**config.mk**
```make
export PLATFORM = sky130hd
export DESIGN_NAME = clk_period_meter
export DESIGN_NICKNAME = d
export VERILOG_FILES = /design/src/rtl/clk_period_meter.sv
export SDC_FILE = /design/constraint.sdc
export NUM_CORES = 1
export LEC_CHECK = 0
export ABC_AREA = 1
export BUFFER_PORTS_ARGS = -buffer_cell sky130_fd_sc_hd__buf_2
export CAP_MARGIN = 20
export CORE_UTILIZATION = 53
export CTS_CLUSTER_SIZE = 14
export DETAILED_ROUTE_END_ITERATION = 6
export GPL_ROUTABILITY_DRIVEN = 0
export PLACE_DENSITY = 0.84
export SLEW_MARGIN = 30
export SYNTH_ARGS = -nofsm -noshare
export SYNTH_HDL_FRONTEND = slang
export SYNTH_SLANG_ARGS = --single-unit
```
**constraint.sdc**
```tcl
create_clock -name clk -period 1.5 [get_ports clk]
set_input_delay 0.15 -clock clk [delete_from_list [all_inputs] [get_ports clk]]
set_output_delay 0.15 -clock clk [all_outputs]
set_load 0.03 [all_outputs]
```
**src/rtl/clk_period_meter.sv**
```systemverilog
// Measures period and high time of an asynchronous waveform in clk cycles,
// with lock and timeout flags. Define CLK_PERIOD_METER_DUTY_CHECK_EN to add duty_ok.
module clk_period_meter #(
  parameter int CNT_W       = 8,
  parameter int LOCK_CNT    = 4,
  parameter int SYNC_STAGES = 2
) (
  input  logic             clk,
  input  logic             rst,
  input  logic             sig_in,
  output logic [CNT_W-1:0] period,
  output logic [CNT_W-1:0] high_time,
  output logic             meas_valid,
  output logic             locked,
`ifdef CLK_PERIOD_METER_DUTY_CHECK_EN
  output logic             duty_ok,
`endif
  output logic             timeout
);

  typedef enum logic [1:0] {IDLE, ARMED, RUN} state_t;

  localparam logic [CNT_W-1:0] CNT_MAX = '1;
  localparam logic [CNT_W-1:0] CNT_ONE = CNT_W'(1);
  localparam logic [3:0]       LC_MAX  = 4'(LOCK_CNT);

  state_t                 state_reg, state_next;
  logic [SYNC_STAGES-1:0] sync_reg;
  logic                   s_d_reg;
  logic [CNT_W-1:0]       cnt_reg, cnt_next;
  logic [CNT_W-1:0]       hcnt_reg, hcnt_next;
  logic [CNT_W-1:0]       high_tmp_reg, high_tmp_next;
  logic                   high_seen_reg, high_seen_next;
  logic [CNT_W-1:0]       period_reg, period_next;
  logic [CNT_W-1:0]       high_reg, high_next;
  logic                   mv_reg, mv_next;
  logic [3:0]             lc_reg, lc_next;
  logic                   locked_reg, locked_next;
  logic                   timeout_reg, timeout_next;
  logic                   s, rise, fall;

  assign s    = sync_reg[SYNC_STAGES-1];
  assign rise = s & ~s_d_reg;
  assign fall = ~s & s_d_reg;

  always_comb begin
    state_next     = state_reg;
    cnt_next       = cnt_reg;
    hcnt_next      = hcnt_reg;
    high_tmp_next  = high_tmp_reg;
    high_seen_next = high_seen_reg;
    period_next    = period_reg;
    high_next      = high_reg;
    mv_next        = 1'b0;
    lc_next        = lc_reg;
    timeout_next   = timeout_reg;
    locked_next    = (lc_reg == LC_MAX);
    case (state_reg)
      IDLE: begin
        cnt_next  = '0;
        hcnt_next = '0;
        if (rise) begin
          cnt_next       = CNT_ONE;
          hcnt_next      = CNT_ONE;
          high_seen_next = 1'b0;
          state_next     = ARMED;
        end
      end
      ARMED, RUN: begin
        if (rise) begin
          cnt_next       = CNT_ONE;
          hcnt_next      = CNT_ONE;
          high_seen_next = 1'b0;
          state_next     = RUN;
          if (state_reg == RUN) begin
            period_next = cnt_reg;
            high_next   = high_seen_reg ? high_tmp_reg : '0;
            mv_next     = 1'b1;
            // lc is only zero right after reset or timeout: first measurement
            if (lc_reg == 4'd0 || cnt_reg != period_reg)
              lc_next = 4'd1;
            else if (lc_reg >= LC_MAX)
              lc_next = LC_MAX;
            else
              lc_next = lc_reg + 4'd1;
          end
        end else if (cnt_reg == CNT_MAX) begin
          timeout_next = 1'b1;
          lc_next      = 4'd0;
          locked_next  = 1'b0;
          cnt_next     = '0;
          hcnt_next    = '0;
          state_next   = IDLE;
        end else begin
          cnt_next  = cnt_reg + CNT_ONE;
          hcnt_next = hcnt_reg + CNT_ONE;
          if (fall) begin
            high_tmp_next  = hcnt_reg;
            high_seen_next = 1'b1;
          end
        end
      end
      default: state_next = IDLE;
    endcase
  end

  always_ff @(posedge clk) begin
    if (rst) begin
      state_reg     <= IDLE;
      sync_reg      <= '0;
      s_d_reg       <= 1'b0;
      cnt_reg       <= '0;
      hcnt_reg      <= '0;
      high_tmp_reg  <= '0;
      high_seen_reg <= 1'b0;
      period_reg    <= '0;
      high_reg      <= '0;
      mv_reg        <= 1'b0;
      lc_reg        <= 4'd0;
      locked_reg    <= 1'b0;
      timeout_reg   <= 1'b0;
    end else begin
      state_reg     <= state_next;
      sync_reg      <= {sync_reg[SYNC_STAGES-2:0], sig_in};
      s_d_reg       <= s;
      cnt_reg       <= cnt_next;
      hcnt_reg      <= hcnt_next;
      high_tmp_reg  <= high_tmp_next;
      high_seen_reg <= high_seen_next;
      period_reg    <= period_next;
      high_reg      <= high_next;
      mv_reg        <= mv_next;
      lc_reg        <= lc_next;
      locked_reg    <= locked_next;
      timeout_reg   <= timeout_next;
    end
  end

  assign period     = period_reg;
  assign high_time  = high_reg;
  assign meas_valid = mv_reg;
  assign locked     = locked_reg;
  assign timeout    = timeout_reg;

`ifdef CLK_PERIOD_METER_DUTY_CHECK_EN
  // One extra bit so 2*high_time cannot overflow for odd-period tolerance
  logic [CNT_W:0] two_h, p_ext, diff;
  logic           duty_reg;
  assign two_h = {high_next, 1'b0};
  assign p_ext = {1'b0, period_next};
  assign diff  = (two_h >= p_ext) ? (two_h - p_ext) : (p_ext - two_h);

  always_ff @(posedge clk) begin
    if (rst)
      duty_reg <= 1'b0;
    else if (mv_next)
      duty_reg <= (diff <= (CNT_W+1)'(1));
  end
  assign duty_ok = duty_reg;
`endif

endmodule

```
Word-level counts from Yosys, hierarchy flattened
Index checks and enable logic that the tools add are counted.
- register bits: 53
- word-level logic and storage cells: 73
- add/subtract/negate cells: 3
- $lt $le $gt $ge: 1
- equal/unequal tests: 10
- mux-type cells: 26
- bitwise gates (word level): 7
- reductions and logical operators: 13
- operators by type and width (kind ; count):
    $mux W8 ; 5
    $pmux W8 S2 ; 2
    $mux W4 ; 5
    $add A8 B1 Y8 const B ; 2
    $mux W1 ; 9
    $ne A3 B3 Y1 const B ; 3
    $reduce_and A3 Y1 ; 3
    $eq A8 B8 Y1 const B ; 1
    $ne A8 B8 Y1 ; 1
    $reduce_and A4 Y1 ; 2
    $mux W2 ; 3
    $not A1 Y1 ; 5
    $add A4 B1 Y4 const B ; 1
    $eq A4 B3 Y1 const B ; 1
    $ge A4 B3 Y1 const B ; 1
    $logic_not A4 Y1 ; 1
    $pmux W2 S2 ; 1
    $reduce_bool A2 Y1 ; 2
    $reduce_or A3 Y1 ; 1
    $and A1 B1 Y1 ; 2
    $eq A2 B1 Y1 const B ; 1
    $eq A2 B2 Y1 const B ; 1
    $logic_not A2 Y1 ; 1
    $ne A2 B1 Y1 const B ; 1
    other kinds (5) ; 5

Depth between registers and ports, before layout
- depth after elaboration: 6
- depth in mapped cells: 9

Least setup slack after synthesis
Ideal clock, no wire load.
- path kind: flip-flop to flip-flop
- start: register state_reg[1]
- end: register lc_reg[0]
- library setup time: 0.132 ns
- data arrival time: 1.355 ns
- data required time: 1.368 ns
- slack: 0.013 ns
- cell stages (with the launch flop): 9
- cell sequence: dfxtp_1 inv_1 ha_1 inv_2 nor2_8 nand4_4 o21ai_2 or2_1 a21oi_1
- longest elaborated chain between the ends: 3
- elaborated cells on any way between the ends: 5
- ends and longest elaborated chain (item ; RTL line ; source):
    from (decl) ; 27 ; state_t state_reg, state_next;
    from (signal assigned) ; 123 ; state_reg <= state_next;
    $eq A2 B2 Y1 / $eq A2 B1 Y1 (equally long branches) ; 58, 75 ;
    $ne A2 B1 Y1 (no line) / $reduce_or A2 Y1 (equally long branches) ; -- ;
    $reduce_and A3 Y1 (no line) * ; -- ;
    to (signal assigned) ; 133 ; lc_reg <= lc_next;
    to (decl) ; 37 ; logic [3:0] lc_reg, lc_next;
Every way passes the cells marked *; elsewhere a longest branch is shown, timed or not.
A chain may end at the register's enable or synchronous reset.

Final worst setup path
- start: register state_reg[1]
- end: register lc_reg[2]
The elaborated chain is that of the path after synthesis.

==> metrics.yaml <==
clocking:
  cts.reportedPaths.clkPinSlew_ns: 0.10
  clock_latency_ns: 0.32
  htreeDepth: 2
  clock_path_buffers: 2
  cts-root-buf: "clkbuf_8"
  cts_buffers: 5
  cts_tree: "done"
  hold_buffers: 0
  cts.sinks: 53
worst_setup_path:
  max_stage_delay_ns: 0.37
  worstPathMaxFanout: 6
  path_cells: "inv_2 -> ha_4 -> inv_4 -> nor2_8 -> nand4_4 -> o21ai_4 -> o21ai_1 -> a21oi_1"
  crit_slowest_cell: "dfxtp_2"
  path_buf_inv: 2
  timing.rr.start: "state_reg[1]$_SDFFE_PP0P_"
  path_delay_family: "compound AO/OA/AOI/OAI gates"
  r2r-end: "lc_reg[2]$_SDFFE_PP0P_"
  path_class: "register to register"
  required_ns: 1.74
  arrival_ns: 1.72
  reg2reg_depth: 8
  r2r_slack_ns: 0.02
  start_kind: "register"
  cp-end-kind: "register"
routing:
  drtAntennaViolNets: 0
  via_count: 2059
  routed_wl_um: 5320
  avgViaCountPerCell: 5.29
  dr.pass1.iters: 4
  drt-wirelength-per-cell_um: 13.7
  first_iter_violations: 140
  drc: 0
job:
  cap_violations: 0
power:
  vdd_drop_max_v: 0.000481
  power_density_nw_per_um2: 981
  leakage_uw: 0.00121
  power_uw: 2840
synthesis:
  synth_top_area_share_pct: 43.0
  yosysWarnings: 0
  synth_area_leaders: "dfxtp_1 43%, a21oi_1 5.9%, nand2_1 5.2%, inv_1 4.9%, ha_1 4.6%"
  yosysSeqAreaShare_pct: 43.0
  avgSynthCellArea_sq_um: 8.31
  synth_area_sq_um: 2470
  synth_top_area_cell: "dfxtp_1"
  syn_inst: 297
  synth.distinct_cells: 33
  syn_nets: 309
  ys_ff_latch: 53
finish:
  final_core_util_pct: 65.7
  final_cell_mix: "46 x dfxtp_1, 33 x nand2_1, 29 x inv_1, 29 x a21oi_1, 28 x nor2_1"
  post_route_cells_drive_above_1_share_pct: 29.1
  fin_cells: 389
  layout-area-overhead-vs-synth_pct: 17.5
  nets: 348
  mostFrequentLayoutCell: "dfxtp_1"
  final_area_sq_um: 2900
  diodes: 0
sta:
  hold_viol_final: 0
  finalSetupTns_ns: 0
  tightest_slew_ns: 0.630
  setup_violations: 0
  clock_skew_ns: 0.00596
  min_period_ns: 1.48
  drv_slew: 0
  grt_setup_unrepaired: "true"
  finalCritPeriodShare_pct: 98.5
  max_freq_ghz: 0.677
  relSlewSlack_pct: 58.0
global_route:
  grt_remaining_overflow: 0
  antenna_found_initial: 0
  grt_usage_pct: 22.5
  grt_pass1_wl_um: 8830
  grt_max_degree: 18
  grt_pass1_vias: 1964
hold_path:
  holdPathStages: 3
  holdPathEnd: "sync_reg[0]$_SDFF_PP0_"
  worstHoldPathType: "primary input to register"
  min_from: "sig_in"
die:
  rows: 24
  die_x_um: 70.2
  io-pin-count: 22
  fp.dieH_um: 70.2
  initial_utilization_pct: 55.9
  die_area_sq_um: 4930
  core_area_sq_um: 4410
run_status:
  outcome: "finished clean"
placed_design:
  dp.cells: 376
  place_area_sq_um: 2680
  hpwl_um: 3560
  port_buffers: 21
[final cells by class]
cell class	instances	area (sq um)
fillers	342	1510
well taps	52	65.1
clock inverters	3	22.5
multi-input cells	195	1250
repair buffers	44	278
flip-flops and latches	53	1070
inverters	37	144
clock buffers	5	68.8
[cell usage after synthesis]
| master | number |
|---|---|
| nand2_4 | 2 |
| inv_1 | 32 |
| clkbuf_1 | 2 |
| ha_1 | 9 |
| o21ai_0 | 21 |
| nor2_2 | 8 |
| nand3_4 | 2 |
| nor2_1 | 29 |
| or2_1 | 1 |
| buf_2 | 5 |
| nor3_2 | 1 |
| nand4_1 | 11 |
| nor3_1 | 2 |
| nand2_1 | 34 |
| a22oi_1 | 1 |
| o21ai_1 | 2 |
| nand3_1 | 15 |
| a21oi_1 | 29 |
| nand2_2 | 3 |
| nor2_8 | 2 |
| or2_2 | 1 |
| nor3b_1 | 1 |
| buf_12 | 1 |
| nand4_4 | 1 |
| inv_2 | 5 |
| nor3_4 | 1 |
| o21ai_2 | 1 |
| xnor2_1 | 8 |
| buf_1 | 1 |
| dfxtp_1 | 53 |
| xor2_1 | 7 |
| nor2_4 | 2 |
| buf_6 | 4 |
[power breakdown]
group | internal [uW] | switching [uW] | total [uW]
Clock | 328 | 492 | 820
Sequential | 1450 | 47.6 | 1500
Combinational | 200 | 325 | 525
[kinds of logic after synthesis]
logic type                 Yosys count  share of synthesized area [%]
buffers and inverters               50                           9.73
DFF                                 53                           43.0
adders and majority gates            9                           4.56
xor gates and xnor gates            15                           5.32
and+or+nand+nor                    116                           26.2
AOI/OAI and AO/OA                   54                           11.2
[timing repair]
item / 4_1_cts / 5_1_grt
gates cloned: 1 / 0
gates resized for setup: 8 / 19
pin swaps: 2 / 10
endpoints found under the setup margin: 11 / 34
setup buffers: 1 / 3
endpoints found under the hold margin: 0 / 0
[worst reg2reg max path: cells and delay by family, from the launching register on]
| family | cells | cell delay (ns) |
|---|---|---|
| AND/OR/NAND/NOR | 2 | 0.28 |
| adder cells (fa/ha/maj) | 1 | 0.27 |
| buffers and inverters | 2 | 0.10 |
| flip-flops | 1 | 0.37 |
| AO/OA/AOI/OAI | 3 | 0.39 |
[worst max-delay path by stage]
stage,startpoint,to,slack [ns],cells after the start
global route,state_reg[1]$_SDFFE_PP0P_,lc_reg[1]$_SDFFE_PP0P_,-0.08,8
CTS,state_reg[1]$_SDFFE_PP0P_,lc_reg[2]$_SDFFE_PP0P_,0.0009,8
global placement,state_reg[1]$_SDFFE_PP0P_,hcnt_reg[3]$_SDFFE_PP0P_,0.01,8
detailed placement,state_reg[1]$_SDFFE_PP0P_,hcnt_reg[2]$_SDFFE_PP0P_,-0.06,8
floorplan,state_reg[1]$_SDFFE_PP0P_,lc_reg[0]$_SDFFE_PP0P_,0.01,8
finish,state_reg[1]$_SDFFE_PP0P_,lc_reg[2]$_SDFFE_PP0P_,0.02,8
[routing by layer]
metal	wire, um	vias up	part of all wire, %	track usage (%)
li1	-	1036	-	-
met1	2340	953	44	28.8
met2	2610	59	49	36.9
met3	264	11	5.0	4.76
met4	96	0	1.8	8.67
met5	0	-	0	0
[per-stage QoR]
stage	hold WS [ns]	setup slack, ns
after floorplan	0.257	0.0126
after global placement	0.353	0.0113
after detailed placement	0.370	-0.0640
after CTS	0.0275	0.000913
after global routing	0.0485	-0.0755
final	0.0351	0.0231
(Power assumes the default switching activity.)
